==> src/rtl/manchester_byte_decoder.sv <==
`default_nettype none
// ============================================================================
//  Module      : manchester_byte_decoder
//  Description : Recovers bits from a clk-synchronous Manchester line, packs
//                them LSB-first into words and hands them out via valid/ready.
//  Revision    : 1.0 - initial release
// ============================================================================
module manchester_byte_decoder #(
    parameter int SPB        = 8,
    parameter int DATA_WIDTH = 8,
    parameter int IDLE_BITS  = 2
) (
    input  logic                  clk,
    input  logic                  n_rst,
    input  logic                  sync_ether,
    input  logic                  enable,
    output logic [DATA_WIDTH-1:0] rx_data,
    output logic                  rx_valid,
    input  logic                  rx_ready,
    output logic                  bit_out,
    output logic                  bit_strobe,
    output logic                  idle,
    output logic                  frame_err,
    output logic                  overrun
);

    localparam int PH_W = (SPB > 2) ? $clog2(SPB) : 1;
    localparam int BC_W = (DATA_WIDTH > 2) ? $clog2(DATA_WIDTH) : 1;
    localparam int MC_W = (IDLE_BITS > 2) ? $clog2(IDLE_BITS) : 1;

    localparam logic [PH_W-1:0] c_ph_zero    = '0;
    localparam logic [PH_W-1:0] c_ph_one     = PH_W'(1);
    localparam logic [PH_W-1:0] c_ph_quarter = PH_W'(SPB / 4);
    localparam logic [PH_W-1:0] c_ph_half    = PH_W'(SPB / 2);
    localparam logic [PH_W-1:0] c_ph_max     = PH_W'(SPB - 1);
    localparam logic [BC_W-1:0] c_bc_zero    = '0;
    localparam logic [BC_W-1:0] c_bc_one     = BC_W'(1);
    localparam logic [BC_W-1:0] c_bc_last    = BC_W'(DATA_WIDTH - 1);
    localparam logic [MC_W-1:0] c_mc_one     = MC_W'(1);
    localparam logic [MC_W-1:0] c_mc_last    = MC_W'(IDLE_BITS - 1);

    localparam logic [0:0] S_IDLE = 1'b0;
    localparam logic [0:0] S_RECV = 1'b1;

    logic [0:0]            r_state;
    logic [PH_W-1:0]       r_ph;
    logic                  r_prev_line;
    logic                  r_edge_seen;
    logic [MC_W-1:0]       r_miss_cnt;
    logic [BC_W-1:0]       r_bit_cnt;
    logic [DATA_WIDTH-1:0] r_shreg;
    logic [DATA_WIDTH-1:0] r_rx_data;
    logic                  r_rx_valid;
    logic                  r_bit_out;
    logic                  r_bit_strobe;
    logic                  r_idle;
    logic                  r_frame_err;
    logic                  r_overrun;

    logic [0:0]            w_state_nx;
    logic [PH_W-1:0]       w_ph_nx;
    logic                  w_edge_seen_nx;
    logic [MC_W-1:0]       w_miss_cnt_nx;
    logic [BC_W-1:0]       w_bit_cnt_nx;
    logic [DATA_WIDTH-1:0] w_shreg_nx;
    logic                  w_edge;
    logic                  w_mid_edge;
    logic                  w_commit;
    logic                  w_word_done;
    logic                  w_frame_abort;
    logic                  w_load;

    assign w_edge = (sync_ether != r_prev_line);

    // An edge seen at ph==0 arrives one cycle after the wrap: it is a late
    // mid-bit edge, so accepting it keeps +1 cycle of jitter decodable.
    assign w_mid_edge = w_edge && ((r_ph > c_ph_half) || (r_ph == c_ph_zero));

    always_comb begin
        w_state_nx     = r_state;
        w_ph_nx        = r_ph;
        w_edge_seen_nx = r_edge_seen;
        w_miss_cnt_nx  = r_miss_cnt;
        w_bit_cnt_nx   = r_bit_cnt;
        w_shreg_nx     = r_shreg;
        w_commit       = 1'b0;
        w_word_done    = 1'b0;
        w_frame_abort  = 1'b0;

        if (!enable) begin
            w_state_nx     = S_IDLE;
            w_ph_nx        = c_ph_zero;
            w_edge_seen_nx = 1'b0;
            w_miss_cnt_nx  = '0;
            w_bit_cnt_nx   = c_bc_zero;
            w_shreg_nx     = '0;
        end else if (r_state == S_IDLE) begin
            w_ph_nx = c_ph_zero;
            if (w_edge) begin
                w_state_nx     = S_RECV;
                w_edge_seen_nx = 1'b1;
                w_miss_cnt_nx  = '0;
            end
        end else begin
            if (r_edge_seen && (r_ph == c_ph_quarter)) begin
                w_commit               = 1'b1;
                w_edge_seen_nx         = 1'b0;
                w_shreg_nx[r_bit_cnt]  = r_prev_line;
                if (r_bit_cnt == c_bc_last) begin
                    w_word_done  = 1'b1;
                    w_bit_cnt_nx = c_bc_zero;
                end else begin
                    w_bit_cnt_nx = r_bit_cnt + c_bc_one;
                end
            end

            if (w_mid_edge) begin
                w_ph_nx        = c_ph_zero;
                w_edge_seen_nx = 1'b1;
                w_miss_cnt_nx  = '0;
            end else if (r_ph == c_ph_max) begin
                w_ph_nx = c_ph_zero;
                if (r_miss_cnt == c_mc_last) begin
                    w_state_nx     = S_IDLE;
                    w_miss_cnt_nx  = '0;
                    w_edge_seen_nx = 1'b0;
                    w_frame_abort  = (r_bit_cnt != c_bc_zero);
                    w_bit_cnt_nx   = c_bc_zero;
                    w_shreg_nx     = '0;
                end else begin
                    w_miss_cnt_nx = r_miss_cnt + c_mc_one;
                end
            end else begin
                w_ph_nx = r_ph + c_ph_one;
            end
        end
    end

    // A completed word may replace the held one only if the slot is free or
    // being consumed in this same cycle.
    assign w_load = w_word_done && (!r_rx_valid || rx_ready);

    always_ff @(posedge clk or negedge n_rst) begin
        if (!n_rst) begin
            r_state     <= S_IDLE;
            r_ph        <= c_ph_zero;
            r_prev_line <= 1'b1;
            r_edge_seen <= 1'b0;
            r_miss_cnt  <= '0;
            r_bit_cnt   <= c_bc_zero;
            r_shreg     <= '0;
            r_idle      <= 1'b1;
        end else begin
            r_state     <= w_state_nx;
            r_ph        <= w_ph_nx;
            r_prev_line <= sync_ether;
            r_edge_seen <= w_edge_seen_nx;
            r_miss_cnt  <= w_miss_cnt_nx;
            r_bit_cnt   <= w_bit_cnt_nx;
            r_shreg     <= w_shreg_nx;
            r_idle      <= (w_state_nx == S_IDLE);
        end
    end

    always_ff @(posedge clk or negedge n_rst) begin
        if (!n_rst) begin
            r_rx_data    <= '0;
            r_rx_valid   <= 1'b0;
            r_bit_out    <= 1'b0;
            r_bit_strobe <= 1'b0;
            r_frame_err  <= 1'b0;
            r_overrun    <= 1'b0;
        end else begin
            r_bit_strobe <= w_commit;
            if (w_commit) begin
                r_bit_out <= r_prev_line;
            end
            r_frame_err <= w_frame_abort;
            r_overrun   <= w_word_done && r_rx_valid && !rx_ready;
            if (w_load) begin
                r_rx_data  <= w_shreg_nx;
                r_rx_valid <= 1'b1;
            end else if (r_rx_valid && rx_ready) begin
                r_rx_valid <= 1'b0;
            end
        end
    end

    assign rx_data    = r_rx_data;
    assign rx_valid   = r_rx_valid;
    assign bit_out    = r_bit_out;
    assign bit_strobe = r_bit_strobe;
    assign idle       = r_idle;
    assign frame_err  = r_frame_err;
    assign overrun    = r_overrun;

endmodule
`default_nettype wire

==> config.mk <==
export PLATFORM = sky130hd
export DESIGN_NAME = manchester_byte_decoder
export DESIGN_NICKNAME = d
export VERILOG_FILES = /design/src/rtl/manchester_byte_decoder.sv
export SDC_FILE = /design/constraint.sdc
export NUM_CORES = 1
export LEC_CHECK = 0
export CORE_ASPECT_RATIO = 0.8
export CORE_UTILIZATION = 49
export CTS_CLUSTER_SIZE = 16
export DETAILED_ROUTE_END_ITERATION = 8
export GPL_TIMING_DRIVEN = 1
export HOLD_SLACK_MARGIN = 0.12
export PLACE_DENSITY = 0.72
export REMOVE_ABC_BUFFERS = 1
export SETUP_SLACK_MARGIN = 0.15
export SYNTH_ARGS = -nofsm -noshare
export SYNTH_HDL_FRONTEND = slang
export SYNTH_SLANG_ARGS = --single-unit
==> constraint.sdc <==
create_clock -name clk -period 1.56 [get_ports clk]
set_clock_uncertainty 0.15 [all_clocks]
set_input_delay 0.234 -clock clk [delete_from_list [all_inputs] [get_ports clk]]
set_output_delay 0.234 -clock clk [all_outputs]
set_load 0.1 [all_outputs]
# --- Yosys cells after proc, flatten, opt, wreduce, memory -nomap -nowiden ---
# Cells that the tools add are included.
word_totals:
  regBits: 32
  input_bits: 5
  output_inout_bits: 14
  word_cells: 96
op_classes:
  addsub: 3
  magnitude_cmp: 3
  eq_ne: 7
  muxes: 53
  bitwise_logic: 1
  n_reduce_logical: 15
ops:
  columns: ["operator", "count"]
  rows:
  - ["$mux W8", 6]
  - ["$mux W1", 34]
  - ["$mux W3", 11]
  - ["$bwmux W8", 1]
  - ["$logic_and A1 B1 Y1", 7]
  - ["$add A3 B1 Y3 const B", 2]
  - ["$eq A3 B3 Y1 const B", 2]
  - ["$lt A3 B4 Y1 const B", 1]
  - ["$ne A4 B2 Y1 const B", 1]
  - ["$demux W1 S3", 1]
  - ["$eq A3 B2 Y1 const B", 1]
  - ["$ge A3 B1 Y1 const B", 1]
  - ["$gt A3 B3 Y1 const B", 1]
  - ["$logic_not A3 Y1", 1]
  - ["$ne A3 B1 Y1 const B", 1]
  - ["$reduce_bool A3 Y1", 1]
  - ["$logic_not A1 Y1", 2]
  - ["$logic_or A1 B1 Y1", 2]
  - ["$ne A2 B1 Y1 const B", 1]
  - ["$reduce_and A2 Y1", 1]
  - ["$reduce_bool A2 Y1", 1]
  - ["$add A1 B1 Y1 const B", 1]
  - ["$ne A1 B1 Y1", 1]
  - ["$not A1 Y1", 1]

# --- Logic depth before layout (Yosys ltp) ---
# Gate-level depths: netlist (run 1).
depth:
  ltp_word: 11
  ltp_mapped: 7
  mapped_depth_nobuf: 6

# --- Worst setup path after synthesis (run 1) ---
# OpenSTA, ideal clock, no wires.
synth_timing:
  path_kind: "register to register"
  from: "register r_rx_valid, in the netlist rx_valid"
  to: "register r_rx_data[0], in the netlist rx_data[0]"
  setup_ns: 0.122
  arrival_ns: 1.623
  t_required_ns: 1.288
  slack_ns: -0.335
  stages_incl_launch_ff: 5
  path_buffers: 0
  synth_period_minus_slack_ns: 1.895
  cell_sequence: "dfrtp_1 -> or2b_1 -> nand3_2 -> nor2_4 -> a22o_1"
synth_between:
  elab_chain_cells: 3
synth_rtl:
  columns: ["item", "line", "rtl"]
  rows:
  - ["start: declaration", "53", "logic r_rx_valid;"]
  - ["start signal: assignment", "168", "r_rx_valid <= 1'b0;"]
  - ["start signal: assignment", "182", "r_rx_valid <= 1'b1;"]
  - ["start signal: assignment", "184", "r_rx_valid <= 1'b0;"]
  - ["$logic_not A1 Y1", "141", "assign w_load = w_word_done && (!r_rx_valid || rx_ready);"]
  - ["$logic_or A1 B1 Y1", "141", null]
  - ["$logic_and A1 B1 Y1", "141", null]
  - ["end signal: assignment", "181", "r_rx_data <= w_shreg_nx;"]
  - ["end: declaration", "52", "logic [DATA_WIDTH-1:0] r_rx_data;"]
# No other way between the ends.
# A chain may end at the register's enable or synchronous reset.

# --- Worst setup path after layout (run 1) ---
layout_timing:
  from: "register r_ph[1]"
  to: "register r_shreg[5]"
layout_between:
  elab_chain_cells: 8
  elab_cells_between_ends: 13
  cone_classes: "order compare (1); eq/ne (2); mux (6); reduce/logical (4)"
layout_rtl:
  columns: ["item", "line", "rtl"]
  rows:
  - ["start: declaration", "46", "logic [PH_W-1:0] r_ph;"]
  - ["start signal: assignment", "146", "r_ph <= c_ph_zero;"]
  - ["start signal: assignment", "155", "r_ph <= w_ph_nx;"]
  - ["$eq A3 B2 Y1", "105", "if (r_edge_seen && (r_ph == c_ph_quarter)) begin"]
  - ["$logic_and A1 B1 Y1", "105", null]
  - ["$mux W8", "105", null]
  - ["$mux W8", "123", "if (r_miss_cnt == c_mc_last) begin"]
  - ["$mux W8", "121", "end else if (r_ph == c_ph_max) begin"]
  - ["$mux W8 (*)", "117", "if (w_mid_edge) begin"]
  - ["$mux W8 (*)", "97", "end else if (r_state == S_IDLE) begin"]
  - ["$mux W8 (*)", "90", "if (!enable) begin"]
  - ["via w_shreg_nx[5]", "65", "logic [DATA_WIDTH-1:0] w_shreg_nx;"]
  - ["end signal: assignment", "160", "r_shreg <= w_shreg_nx;"]
  - ["end: declaration", "51", "logic [DATA_WIDTH-1:0] r_shreg;"]
# Mark *: on every way through the listed nets, which the timed path passes. The rest lies on a longest branch.

==> impl_results.md, run 1 <==
- Pre-CTS setup slack: -0.308 ns
- Stage delay of the slowest cell on the critical path: around 0.42 ns
- Count of flip-flops with a built-in enable after synthesis: 0
- Synth Flop Type: sky130_fd_sc_hd__dfrtp_1
- Worst skew pair latency: about 0.29 ns
- Number of DRC violations after detailed-routing iteration 0: 94
- Setup repair after global routing missed its margin: yes
- Nature of the critical path startpoint: flip-flop
- Post-synth cell types: 42
- Async set-reset flop share out of synthesis: 1.00
- Wire length of the first global-routing pass: roughly 7000 um
- Post-synthesis sequential element count: 32
- Final Setup Violations: 29
- Std-Cell Core Area: roughly 3100 um2
- Full die area: between 3000 and 4000 um2
- Failing checks: negative setup slack
- Total Wirelength: approximately 4800 um
- Category of the most critical setup path: reg -> reg
- Detailed Routing Iterations Pass 1: 4
- Crit end category: flip-flop
- Worst slew margin relative to its limit: 0.770
- Largest buffer count on any clock path: 2
- Result of the run: finished with violations
- Synthesis Warnings: 0
- Post-route total power: between 1.5 and 2 mW
- Critical path data arrival time: roughly 1.8 ns
- Synth top area cells: sky130_fd_sc_hd__dfrtp_1, sky130_fd_sc_hd__a22o_1, sky130_fd_sc_hd__ha_1
- Cell with the biggest individual delay on the critical path: sky130_fd_sc_hd__dfrtp_1
- Post-route non-filler standard cell count: 232
- Fraction of post-synthesis cell area in the top cell type by area: 0.466
- Ratio of total power to cell area: roughly 680 nW/um2
- Pin count of the biggest net entering global routing: 33
- Drt wl/cell: 20.6 um
- Via-to-Cell Ratio: approximately 6.1
- Final Slew Violations: 0
- Final layout net count: about 200
- Clock-pin transition on the worst setup and hold timing paths: 0.07 ns
- Post-synthesis to final-layout area growth: 59.0%
- Count of filler cells inserted in the layout: ~160
- CP Cell Sequence: buf_6, ha_4, and3b_2, nand4_1, mux2i_1, a22o_1
- IO Count: 19
- Final HPWL DP: 2720 um
- CTS sink count: 32
- Placed cells: 215
- Antenna Nets Post-Route: 0
- Row count: 18
- Vias in the first global route: 1345
- Period utilization: 1.13
- Area of the mapped netlist: about 1600 um2
- Antenna diodes: 0
- Number of clock buffers inserted by TritonCTS: 5
- Routed via count: about 1400
- Starting utilization of the core area: 0.519
- Most area-hungry cell type in the Yosys netlist: sky130_fd_sc_hd__dfrtp_1
- Initial antenna violation count: 0
- H-tree lvl count: 2
- Maximum fanout along the worst path: 5
- Actual slew at the worst max-slew pin: between 0.3 and 0.4 ns
- Critical path data required time: approximately 1.6 ns
- Die H: 53.3 um
- Number of hold-repair buffers added at the cts stage: 0
- Hold Crit Class: in -> async
- Post-layout min period: ~1.8 ns
- Peak clock frequency supported by timing: ~570 MHz
- Die width: roughly 66 um
- Share of final-layout standard cells stronger than drive strength 1: 0.521
- Leakage power of the design: approximately 1.2 nW
- Overflow after GRT: 0
- DRC violation count after routing: 0
- Gpl congestion: between 0.9 and 1
- CTS tree: done
- Root buf cell: sky130_fd_sc_hd__clkbuf_8
- Hold Vio Cnt, Final: 0
- MaxCap Viol Count: 0
- Count of mapped cells out of synthesis: around 140
- Fin worst setup slack: -0.208 ns
- Syn_area_per_cell: about 12 um2
- Fraction of the yosys area taken by sequential cells: 0.498
- Largest vdd supply drop: about 780 uV
- Port bufs: 18
- Overall Global Routing Usage: 0.284
[worst max-delay path, delay by kind of cell (launching register included)]
kind            cells  cell delay [ns]
flops               1             0.42
compound gates      1             0.19
buf+inv             1             0.14
simple gates        2             0.36
mux                 1             0.28
fa+ha+maj           1             0.16
[power by group]
part	internal, mW	switching, mW
clock	0.359	0.304
sequential	0.844	0.0158
combinational	0.0913	0.120
[layer usage]
| layer | up-vias | GRT usage | wire [um] |
|---|---|---|---|
| met4 | 0 | 0.128 | 110 |
| met2 | 66 | 0.422 | 2360 |
| met3 | 13 | 0.0948 | 344 |
| li1 | 613 | - | - |
| met5 | - | 0 | 0 |
| met1 | 720 | 0.374 | 1970 |
[cell families (layout without fill, tap and decap cells)]
logic type,after synthesis,in the layout,synth area share
compound gates,29,29,0.148
xor+xnor,2,2,0.0155
fa+ha+maj,7,7,0.0543
buf+inv,10,66,0.0396
flops,32,32,0.498
mux,9,9,0.0567
simple gates,46,47,0.188
[path summary, 6_finish.rpt]
kind	startpoint	endpoint	slack, ns	depth (start not counted)
max	r_ph[1]$_DFF_PN0_	r_shreg[5]$_DFF_PN0_	-0.21	6
min	n_rst	r_shreg[0]$_DFF_PN0_	0.15	2
max reg2reg	r_ph[1]$_DFF_PN0_	r_shreg[5]$_DFF_PN0_	-0.21	6
min reg2reg	r_shreg[1]$_DFF_PN0_	r_shreg[1]$_DFF_PN0_	0.36	1
max in group asynchronous	n_rst	idle$_DFF_PN1_	0.86	2
min in group clk	sync_ether	r_prev_line$_DFF_PN1_	0.35	1
[sequential cells by signal, indices dropped and copies added (netlist names)]
signal and count:
bit_strobe 1, frame_err 1, overrun 1, rx_data 8
r_prev_line 1, bit_out 1, r_ph 3, r_miss_cnt 1
r_state 1, idle 1, r_edge_seen 1, r_bit_cnt 3
r_shreg 8, rx_valid 1
[synthesized netlist by cell type, types with 3 or more instances]
cell	count
sky130_fd_sc_hd__ha_1	7
sky130_fd_sc_hd__nor2_1	4
sky130_fd_sc_hd__a21oi_1	3
sky130_fd_sc_hd__mux2i_1	8
sky130_fd_sc_hd__nor4_2	4
sky130_fd_sc_hd__nand2_1	17
sky130_fd_sc_hd__buf_6	3
sky130_fd_sc_hd__dfrtp_1	30
sky130_fd_sc_hd__nand4_1	4
sky130_fd_sc_hd__inv_1	3
sky130_fd_sc_hd__a22o_1	15
[per-stage QoR]
stage | instance area (um2) | hold WS (ns) | TNS, ns | util
finish | 2560 | 0.149 | -4.57 | 0.824
global route | 2560 | 0.164 | -5.98 | 0.824
CTS | 2450 | 0.156 | -2.67 | 0.789
detailed placement | 2150 | 0.321 | -6.81 | 0.692
global placement | 2150 | 0.299 | -5.78 | 0.692
floorplan | 1570 | -0.212 | -3.52 | -
[layout make-up]
cell class	count	area, um2	area share
tap	40	50.0	0.0195
multi-input combinational	94	970	0.378
clock buffer	8	90.1	0.0352
inverter	5	18.8	0.00732
sequential	32	805	0.314
timing repair buffer	53	629	0.246
[cell usage in the layout (no fill, tap or decap), types with 2 or more instances in the layout]
master | netlist | routed
sky130_fd_sc_hd__a31oi_1 | 2 | 2
sky130_fd_sc_hd__buf_12 | 0 | 15
sky130_fd_sc_hd__and2_4 | 0 | 2
sky130_fd_sc_hd__ha_4 | 0 | 4
sky130_fd_sc_hd__dfrtp_1 | 30 | 29
sky130_fd_sc_hd__clkdlybuf4s50_1 | 0 | 4
sky130_fd_sc_hd__inv_2 | 2 | 4
sky130_fd_sc_hd__ha_2 | 0 | 2
sky130_fd_sc_hd__nor4_2 | 4 | 2
sky130_fd_sc_hd__dfstp_2 | 2 | 2
sky130_fd_sc_hd__o32ai_2 | 0 | 2
sky130_fd_sc_hd__nand2_1 | 17 | 14
sky130_fd_sc_hd__nor2_1 | 4 | 2
sky130_fd_sc_hd__nand2_4 | 0 | 3
sky130_fd_sc_hd__xor2_4 | 0 | 2
sky130_fd_sc_hd__buf_4 | 1 | 25
sky130_fd_sc_hd__nor2_4 | 1 | 2
sky130_fd_sc_hd__mux2i_1 | 8 | 7
sky130_fd_sc_hd__a22o_1 | 15 | 15
sky130_fd_sc_hd__nand4_1 | 4 | 4
sky130_fd_sc_hd__clkbuf_8 | 0 | 6
sky130_fd_sc_hd__buf_6 | 3 | 9
sky130_fd_sc_hd__nor4_4 | 0 | 2
sky130_fd_sc_hd__clkbuf_1 | 1 | 2
sky130_fd_sc_hd__nand3_4 | 1 | 2
sky130_fd_sc_hd__nand2b_1 | 2 | 2
[what timing repair did]
| item | 4_1_cts | 5_1_grt |
|---|---|---|
| gates cloned | 1 | 0 |
| resized for setup | 35 | 17 |
| pin swaps | 26 | 12 |
| setup buffers | 3 | 5 |
| endpoints found under the setup margin | 31 | 32 |
Note: power is estimated with default switching activity, not from simulation.
==> run 2, diff against run 1 <==
- GPL_TIMING_DRIVEN: 1 -> 0
==> run 2 against run 1 <==
The run ends with negative hold slack, negative setup slack left. Sequential share of layout area increased by 6.4 points. Register-to-register slack better by 0.04 ns. Total power decreased by 4.3%. Global-route usage fell by 5.0 points. Combinational power fell by 35%. Non-clock buffer count decreased by 25. Largest power group unchanged. Highest routed layer unchanged.
==> impl_results.md, run 2 (synthesized netlist as in run 1, its figures left out) <==
- Result of the run: finished with violations (unchanged)
- Failing checks: negative hold slack, negative setup slack (was negative setup slack)
- Crit end category: flip-flop (unchanged)
- MaxCap Viol Count: 0 (unchanged)
- Leading cell types in the layout, fill and taps excluded: sky130_fd_sc_hd__dfrtp_1, sky130_fd_sc_hd__buf_4, sky130_fd_sc_hd__nand2_1 (was sky130_fd_sc_hd__dfrtp_1, sky130_fd_sc_hd__buf_4, sky130_fd_sc_hd__a22o_1, sky130_fd_sc_hd__buf_12, sky130_fd_sc_hd__nand2_1)
- Final HPWL DP: 2110 um (was 2720 um)
- Final Setup Violations: 24 (was 29)
- Worst slew margin relative to its limit: 0.465 (was 0.770)
- Hold Vio Cnt, Final: 30 (was 0)
- Critical path startpoint: r_ph[0]$_DFF_PN0_ (was r_ph[1]$_DFF_PN0_)
- Largest buffer count on any clock path: 2 (unchanged)
- Clock-pin transition on the worst setup and hold timing paths: 0.07 ns (about the same)
- Antenna diodes: 0 (unchanged)
- Final layout net count: 178 (was 203)
- Setup repair after global routing missed its margin: yes (unchanged)
- Clock Power Share: 0.396 (was 0.382)
- Total Wirelength: 3690 um (was 4790 um)
- Leakage power of the design: 0.978 nW (was 1.17 nW)
- Overall Global Routing Usage: 0.234 (was 0.284)
- Switching power total: 0.419 mW (was 0.440 mW)
- Total negative slack: -2.87 ns (was -4.57 ns)
- Die width: 66.1 um (unchanged)
- Final Slew Violations: 0 (unchanged)
- Detailed Routing Iterations Pass 1: 4 (unchanged)
- Ratio of total power to cell area: 777 nW/um2 (was 677 nW/um2)
- Drt wl/cell: 17.8 um (was 20.6 um)
- DRC violation count after routing: 0 (unchanged)
- Vias in the first global route: 1133 (was 1345)
- Worst skew pair latency: 0.29 ns (about the same)
- Period utilization: 1.11 (was 1.13)
- CTS tree: done (unchanged)
- Most common cell after layout, fill and taps aside: sky130_fd_sc_hd__dfrtp_1 (unchanged)
- Post-layout min period: 1.73 ns (was 1.77 ns)
- Gpl congestion: 0.841 (was 0.922)
- Category of the most critical setup path: reg -> reg (unchanged)
- Root buf cell: sky130_fd_sc_hd__clkbuf_8 (unchanged)
- Row count: 18 (unchanged)
- Sequential cell fraction of total power: 0.521 (was 0.496)
- Largest vdd supply drop: 541 uV (was 784 uV)
- Full die area: 3520 um2 (unchanged)
- Pin count of the biggest net entering global routing: 33 (unchanged)
- Maximum fanout along the worst path: 5 (unchanged)
- Worst-case hold slack: -0.0271 ns (was 0.149 ns)
- Nature of the critical path startpoint: flip-flop (unchanged)
- Wire length of the first global-routing pass: 5800 um (was 6810 um)
- Hold Crit Class: in -> async (unchanged)
- Gate power share: 0.082 (was 0.122)
- Std-Cell Core Area: 3110 um2 (unchanged)
- Via-to-Cell Ratio: 5.84 (was 6.09)
- Switching part of the total: 0.252 (was 0.254)
- Routed via count: 1208 (was 1412)
- Overflow after GRT: 0 (unchanged)
- RR Startpoint: r_ph[0]$_DFF_PN0_ (was r_ph[1]$_DFF_PN0_)
- Antenna Nets Post-Route: 0 (unchanged)
- Initial antenna violation count: 0 (unchanged)
- IO Count: 19 (unchanged)
- Critical path data required time: 1.58 ns (was 1.63 ns)
- Number of clock buffers inserted by TritonCTS: 5 (unchanged)
- Fin worst setup slack: -0.170 ns (was -0.208 ns)
- Peak clock frequency supported by timing: 578 MHz (was 565 MHz)
- Die H: 53.3 um (unchanged)
- Critical path data arrival time: 1.75 ns (was 1.84 ns)
- Number of DRC violations after detailed-routing iteration 0: 74 (was 94)
- Port bufs: 18 (unchanged)
- Starting utilization of the core area: 0.519 (unchanged)
- Post-synthesis to final-layout area growth: 32.6% (was 59.0%)
- H-tree lvl count: 2 (unchanged)
- Share of final-layout standard cells stronger than drive strength 1: 0.449 (was 0.521)
- Internal Dissipation: 1.24 mW (was 1.29 mW)
- CTS sink count: 32 (unchanged)
- Actual slew at the worst max-slew pin: 0.802 ns (was 0.343 ns)
-- run 2: cell count changes in the layout (fill, tap and decap cells not counted), moves of 2 or more --
cell	change
sky130_fd_sc_hd__and2_1	+2
sky130_fd_sc_hd__and2_4	-2
sky130_fd_sc_hd__buf_12	-14
sky130_fd_sc_hd__buf_4	-4
sky130_fd_sc_hd__buf_6	-7
sky130_fd_sc_hd__clkbuf_1	-2
sky130_fd_sc_hd__clkdlybuf4s50_1	-2
sky130_fd_sc_hd__clkinv_2	+2
sky130_fd_sc_hd__dfrtp_1	-3
sky130_fd_sc_hd__dfrtp_2	+3
sky130_fd_sc_hd__ha_2	+2
sky130_fd_sc_hd__ha_4	-2
sky130_fd_sc_hd__nand2_1	+2
sky130_fd_sc_hd__nand2_4	-2
-- run 2: path summary, 6_finish.rpt --
check,end,slack (ns),cells after the start
max in group asynchronous,r_state$_DFF_PN0_,0.73,1
min in group clk,idle$_DFF_PN1_,0.25,2
min reg2reg,rx_data[6]$_DFFE_PN0P_,0.36,1
min,rx_valid$_DFFE_PN0P_,-0.03,1
max,r_shreg[4]$_DFF_PN0_,-0.17,6
max reg2reg,r_shreg[4]$_DFF_PN0_,-0.17,6
-- run 2: area by class of cell --
cell class / instances / area [um2]
clock inverters: 2 / 10.0
well taps: 40 / 50.0
flip-flops and latches: 32 / 808
fillers: 226 / 971
inverters: 5 / 18.8
repair buffers: 28 / 236
clock buffers: 6 / 82.6
multi-input cells: 94 / 931
-- run 2: stage by stage --
stage	power (mW)	area, um2	setup slack (ns)	std cells	utilization
after detailed placement	0.987	1800	-0.861	188	0.578
final	1.66	2140	-0.170	207	0.688
after global placement	0.982	1800	-0.830	188	0.578
after global routing	1.73	2140	-0.234	207	0.688
after floorplan	0.934	1570	-0.335	130	-
after CTS	1.67	2070	-0.140	205	0.666
-- run 2: critical path: stages (launching register included) --
cell and delay, ns:
sky130_fd_sc_hd__dfrtp_1 0.42, sky130_fd_sc_hd__inv_2 0.09, sky130_fd_sc_hd__ha_4 0.15, sky130_fd_sc_hd__and3b_2 0.27, sky130_fd_sc_hd__nand4_1 0.14, sky130_fd_sc_hd__mux2i_1 0.17
sky130_fd_sc_hd__a22o_1 0.24
-- run 2: metal layers --
metal | track usage | part of all wire | vias to the layer above
met5 | 0 | 0 | -
met4 | 0.0532 | 0.0079 | 0
met3 | 0.0862 | 0.053 | 4
met2 | 0.350 | 0.47 | 35
met1 | 0.320 | 0.47 | 605
li1 | - | - | 564
-- run 2: power by group through the flow --
stage | logic (mW) | clock network [mW] | registers (mW)
2_1_floorplan | 0.0384 | 0 | 0.895
3_3_place_gp | 0.108 | 0 | 0.874
3_5_place_dp | 0.111 | 0 | 0.877
4_1_cts | 0.130 | 0.674 | 0.865
5_1_grt | 0.148 | 0.714 | 0.866
6_report | 0.137 | 0.658 | 0.865
-- run 2: what timing repair did --
action | CTS | global route
setup buffers | 8 | 2
gates resized for setup | 119 | 13
pin swaps | 13 | 8
gates cloned | 1 | 0
endpoints found under the setup margin | 77 | 31
endpoints found under the hold margin | 30 | 30
==> run 3, diff against run 2 <==
- CORE_UTILIZATION: 49 -> 35
- PLACE_DENSITY: 0.72 -> 0.54
==> run 3 against run 2 <==
The run ends with negative setup slack left. Setup slack lost 0.0040 ns. Flip-flop and latch count unchanged. Final cell count up 8.7%. Design area up 2.5%. Critical path depth is the same. Die area is 39% higher. Global-route usage down 6.7 points. Via count shrank 2.4%. Non-clock buffer count up 2. Register-to-register slack about the same. Highest routed layer unchanged. Sequential power about the same. Hold slack gained 0.38 ns.
==> impl_results.md, run 3 (synthesized netlist as in run 1, its figures left out) <==
- Drt wl/cell: 16.1 um (was 17.8 um)
- Largest vdd supply drop: 569 uV (was 541 uV)
- Leakage power of the design: 0.970 nW (was 0.978 nW)
- Ratio of total power to cell area: 762 nW/um2 (was 777 nW/um2)
- Actual slew at the worst max-slew pin: 0.729 ns (was 0.802 ns)
- Overflow after GRT: 0 (unchanged)
- Critical path data required time: 1.57 ns (was 1.58 ns)
- Post-layout min period: 1.73 ns (about the same)
- Period utilization: 1.11 (about the same)
- Peak clock frequency supported by timing: 577 MHz (was 578 MHz)
- Stage delay of the slowest cell on the critical path: 0.41 ns (was 0.42 ns)
- Worst-case hold slack: 0.352 ns (was -0.0271 ns)
- Fin worst setup slack: -0.174 ns (was -0.170 ns)
- Port bufs: 18 (unchanged)
- MaxCap Viol Count: 0 (unchanged)
- Failing checks: negative setup slack (was negative hold slack, negative setup slack)
- Via-to-Cell Ratio: 5.24 (was 5.84)
- H-tree lvl count: 2 (unchanged)
- Clock-pin transition on the worst setup and hold timing paths: 0.06 ns (was 0.07 ns)
- Final layout net count: 179 (was 178)
- Leading cell types in the layout, fill and taps excluded: sky130_fd_sc_hd__dfrtp_1, sky130_fd_sc_hd__buf_4, sky130_fd_sc_hd__nand2_1 (unchanged)
- Total negative slack: -2.50 ns (was -2.87 ns)
- Category of the most critical setup path: reg -> reg (unchanged)
- Std-Cell Core Area: 4310 um2 (was 3110 um2)
- Total Wirelength: 3610 um (was 3690 um)
- Overall Global Routing Usage: 0.166 (was 0.234)
- Number of DRC violations after detailed-routing iteration 0: 85 (was 74)
- Routed via count: 1179 (was 1208)
- Most common cell after layout, fill and taps aside: sky130_fd_sc_hd__dfrtp_1 (unchanged)
- Setup repair after global routing missed its margin: yes (unchanged)
- Pin count of the biggest net entering global routing: 33 (unchanged)
- Reg2Reg Capture Point: r_shreg[4]$_DFF_PN0_ (unchanged)
- Count of cell instances traversed by the critical path: 6 (unchanged)
- Gpl congestion: 0.819 (was 0.841)
- Worst skew pair latency: 0.28 ns (was 0.29 ns)
- Row count: 21 (was 18)
- Worst path bufs/invs: 1 (unchanged)
- Detailed Routing Iterations Pass 1: 4 (unchanged)
- Final Setup Violations: 21 (was 24)
- Cells on worst reg2reg path: 6 (unchanged)
- Vias in the first global route: 1246 (was 1133)
- Full die area: 4880 um2 (was 3520 um2)
- Final Slew Violations: 0 (unchanged)
- Critical path data arrival time: 1.75 ns (about the same)
- Result of the run: finished with violations (unchanged)
- Starting utilization of the core area: 0.374 (was 0.519)
- Cell family with most CP delay: compound AO/OA/AOI/OAI gates (was flip-flops)
- Finished Core Util: 0.508 (was 0.688)
- Internal reg-to-reg setup slack: -0.17 ns (about the same)
- Antenna diodes: 0 (unchanged)
- Worst Setup EP: r_shreg[4]$_DFF_PN0_ (unchanged)
- Nature of the critical path startpoint: flip-flop (unchanged)
- Number of clock buffers inserted by TritonCTS: 5 (unchanged)
- Hold Vio Cnt, Final: 0 (was 30)
- RR Startpoint: r_ph[1]$_DFF_PN0_ (was r_ph[0]$_DFF_PN0_)
- Critical path startpoint: r_ph[1]$_DFF_PN0_ (was r_ph[0]$_DFF_PN0_)
- Hold Crit Class: reg -> reg (was in -> async)
- Die width: 77.9 um (was 66.1 um)
- Cell with the biggest individual delay on the critical path: sky130_fd_sc_hd__dfrtp_1 (unchanged)
- CTS tree: done (unchanged)
- Largest buffer count on any clock path: 2 (unchanged)
- Die H: 62.7 um (was 53.3 um)
- Wire length of the first global-routing pass: 6130 um (was 5800 um)
- Crit end category: flip-flop (unchanged)
- Maximum fanout along the worst path: 5 (unchanged)
- DRC violation count after routing: 0 (unchanged)
- Antenna Nets Post-Route: 0 (unchanged)
- Initial antenna violation count: 0 (unchanged)
- Post-synthesis to final-layout area growth: 35.9% (was 32.6%)
- CTS sink count: 32 (unchanged)
- Final HPWL DP: 2210 um (was 2110 um)
- Share of final-layout standard cells stronger than drive strength 1: 0.446 (was 0.449)
- Root buf cell: sky130_fd_sc_hd__clkbuf_8 (unchanged)
- CP Cell Sequence: ha_1, ha_2, nand2_2, a21o_4, buf_4, a22o_1 (was inv_2, ha_4, and3b_2, nand4_1, mux2i_1, a22o_1)
- Worst slew margin relative to its limit: 0.514 (was 0.465)
- IO Count: 19 (unchanged)
[run 3: area by class of cell]
| type | instances | area, um2 |
|---|---|---|
| fillers | 400 | 2120 |
| multi-input cells | 93 | 933 |
| flip-flops and latches | 32 | 810 |
| repair buffers | 30 | 267 |
| clock buffers | 8 | 90.1 |
| well taps | 57 | 71.3 |
| inverters | 5 | 18.8 |
[run 3: stage by stage]
| stage | power, mW | worst slack (ns) | cell area [um2] | std cells |
|---|---|---|---|---|
| 4_1_cts | 1.67 | -0.147 | 2130 | 222 |
| 2_1_floorplan | 0.934 | -0.335 | 1570 | 130 |
| 3_3_place_gp | 0.986 | -0.910 | 1820 | 205 |
| 6_report | 1.67 | -0.174 | 2190 | 225 |
| 3_5_place_dp | 0.986 | -0.928 | 1810 | 205 |
| 5_1_grt | 1.73 | -0.281 | 2190 | 225 |
[run 3: how the worst min path moves through the flow]
stage	slack, ns	start	cells past startpoint	end
detailed placement	0.19	n_rst	1	overrun$_DFF_PN0_
global route	0.37	sync_ether	1	r_prev_line$_DFF_PN1_
finish	0.35	r_miss_cnt$_DFFE_PN0P_	1	r_miss_cnt$_DFFE_PN0P_
floorplan	-0.21	n_rst	0	bit_out$_DFFE_PN0P_
global placement	0.30	r_ph[0]$_DFF_PN0_	1	r_ph[0]$_DFF_PN0_
CTS	0.33	r_ph[0]$_DFF_PN0_	1	r_ph[0]$_DFF_PN0_
[run 3: where the power goes]
group	leakage [nW]	switching (mW)	total, mW	internal [mW]
registers	0.429	0.0205	0.865	0.844
clock network	0.0455	0.300	0.659	0.360
logic	0.496	0.0936	0.143	0.0498
total	0.970	0.414	1.67	1.25
[run 3: repair_timing]
| action | 4_1_cts | 5_1_grt |
|---|---|---|
| pin swaps | 15 | 9 |
| gates resized for setup | 123 | 9 |
| buffers inserted | 8 | 3 |
| hold endpoints to repair | 30 | 0 |
| endpoints found under the setup margin | 45 | 31 |
| hold buffers | 1 | 0 |
| cloned | 0 | 0 |
[run 3: layer usage]
layer / share of wire / track usage
met3: 0.039 / 0.0394
met4: 0.0055 / 0.0495
met1: 0.48 / 0.229
met5: 0 / 0
met2: 0.47 / 0.260
[run 3: worst reg2reg max path, cell delays in order, from the launching register on]
cell                      delay, ns
sky130_fd_sc_hd__dfrtp_1       0.41
sky130_fd_sc_hd__ha_1          0.18
sky130_fd_sc_hd__ha_2          0.20
sky130_fd_sc_hd__nand2_2       0.09
sky130_fd_sc_hd__a21o_4        0.21
sky130_fd_sc_hd__buf_4         0.16
sky130_fd_sc_hd__a22o_1        0.23
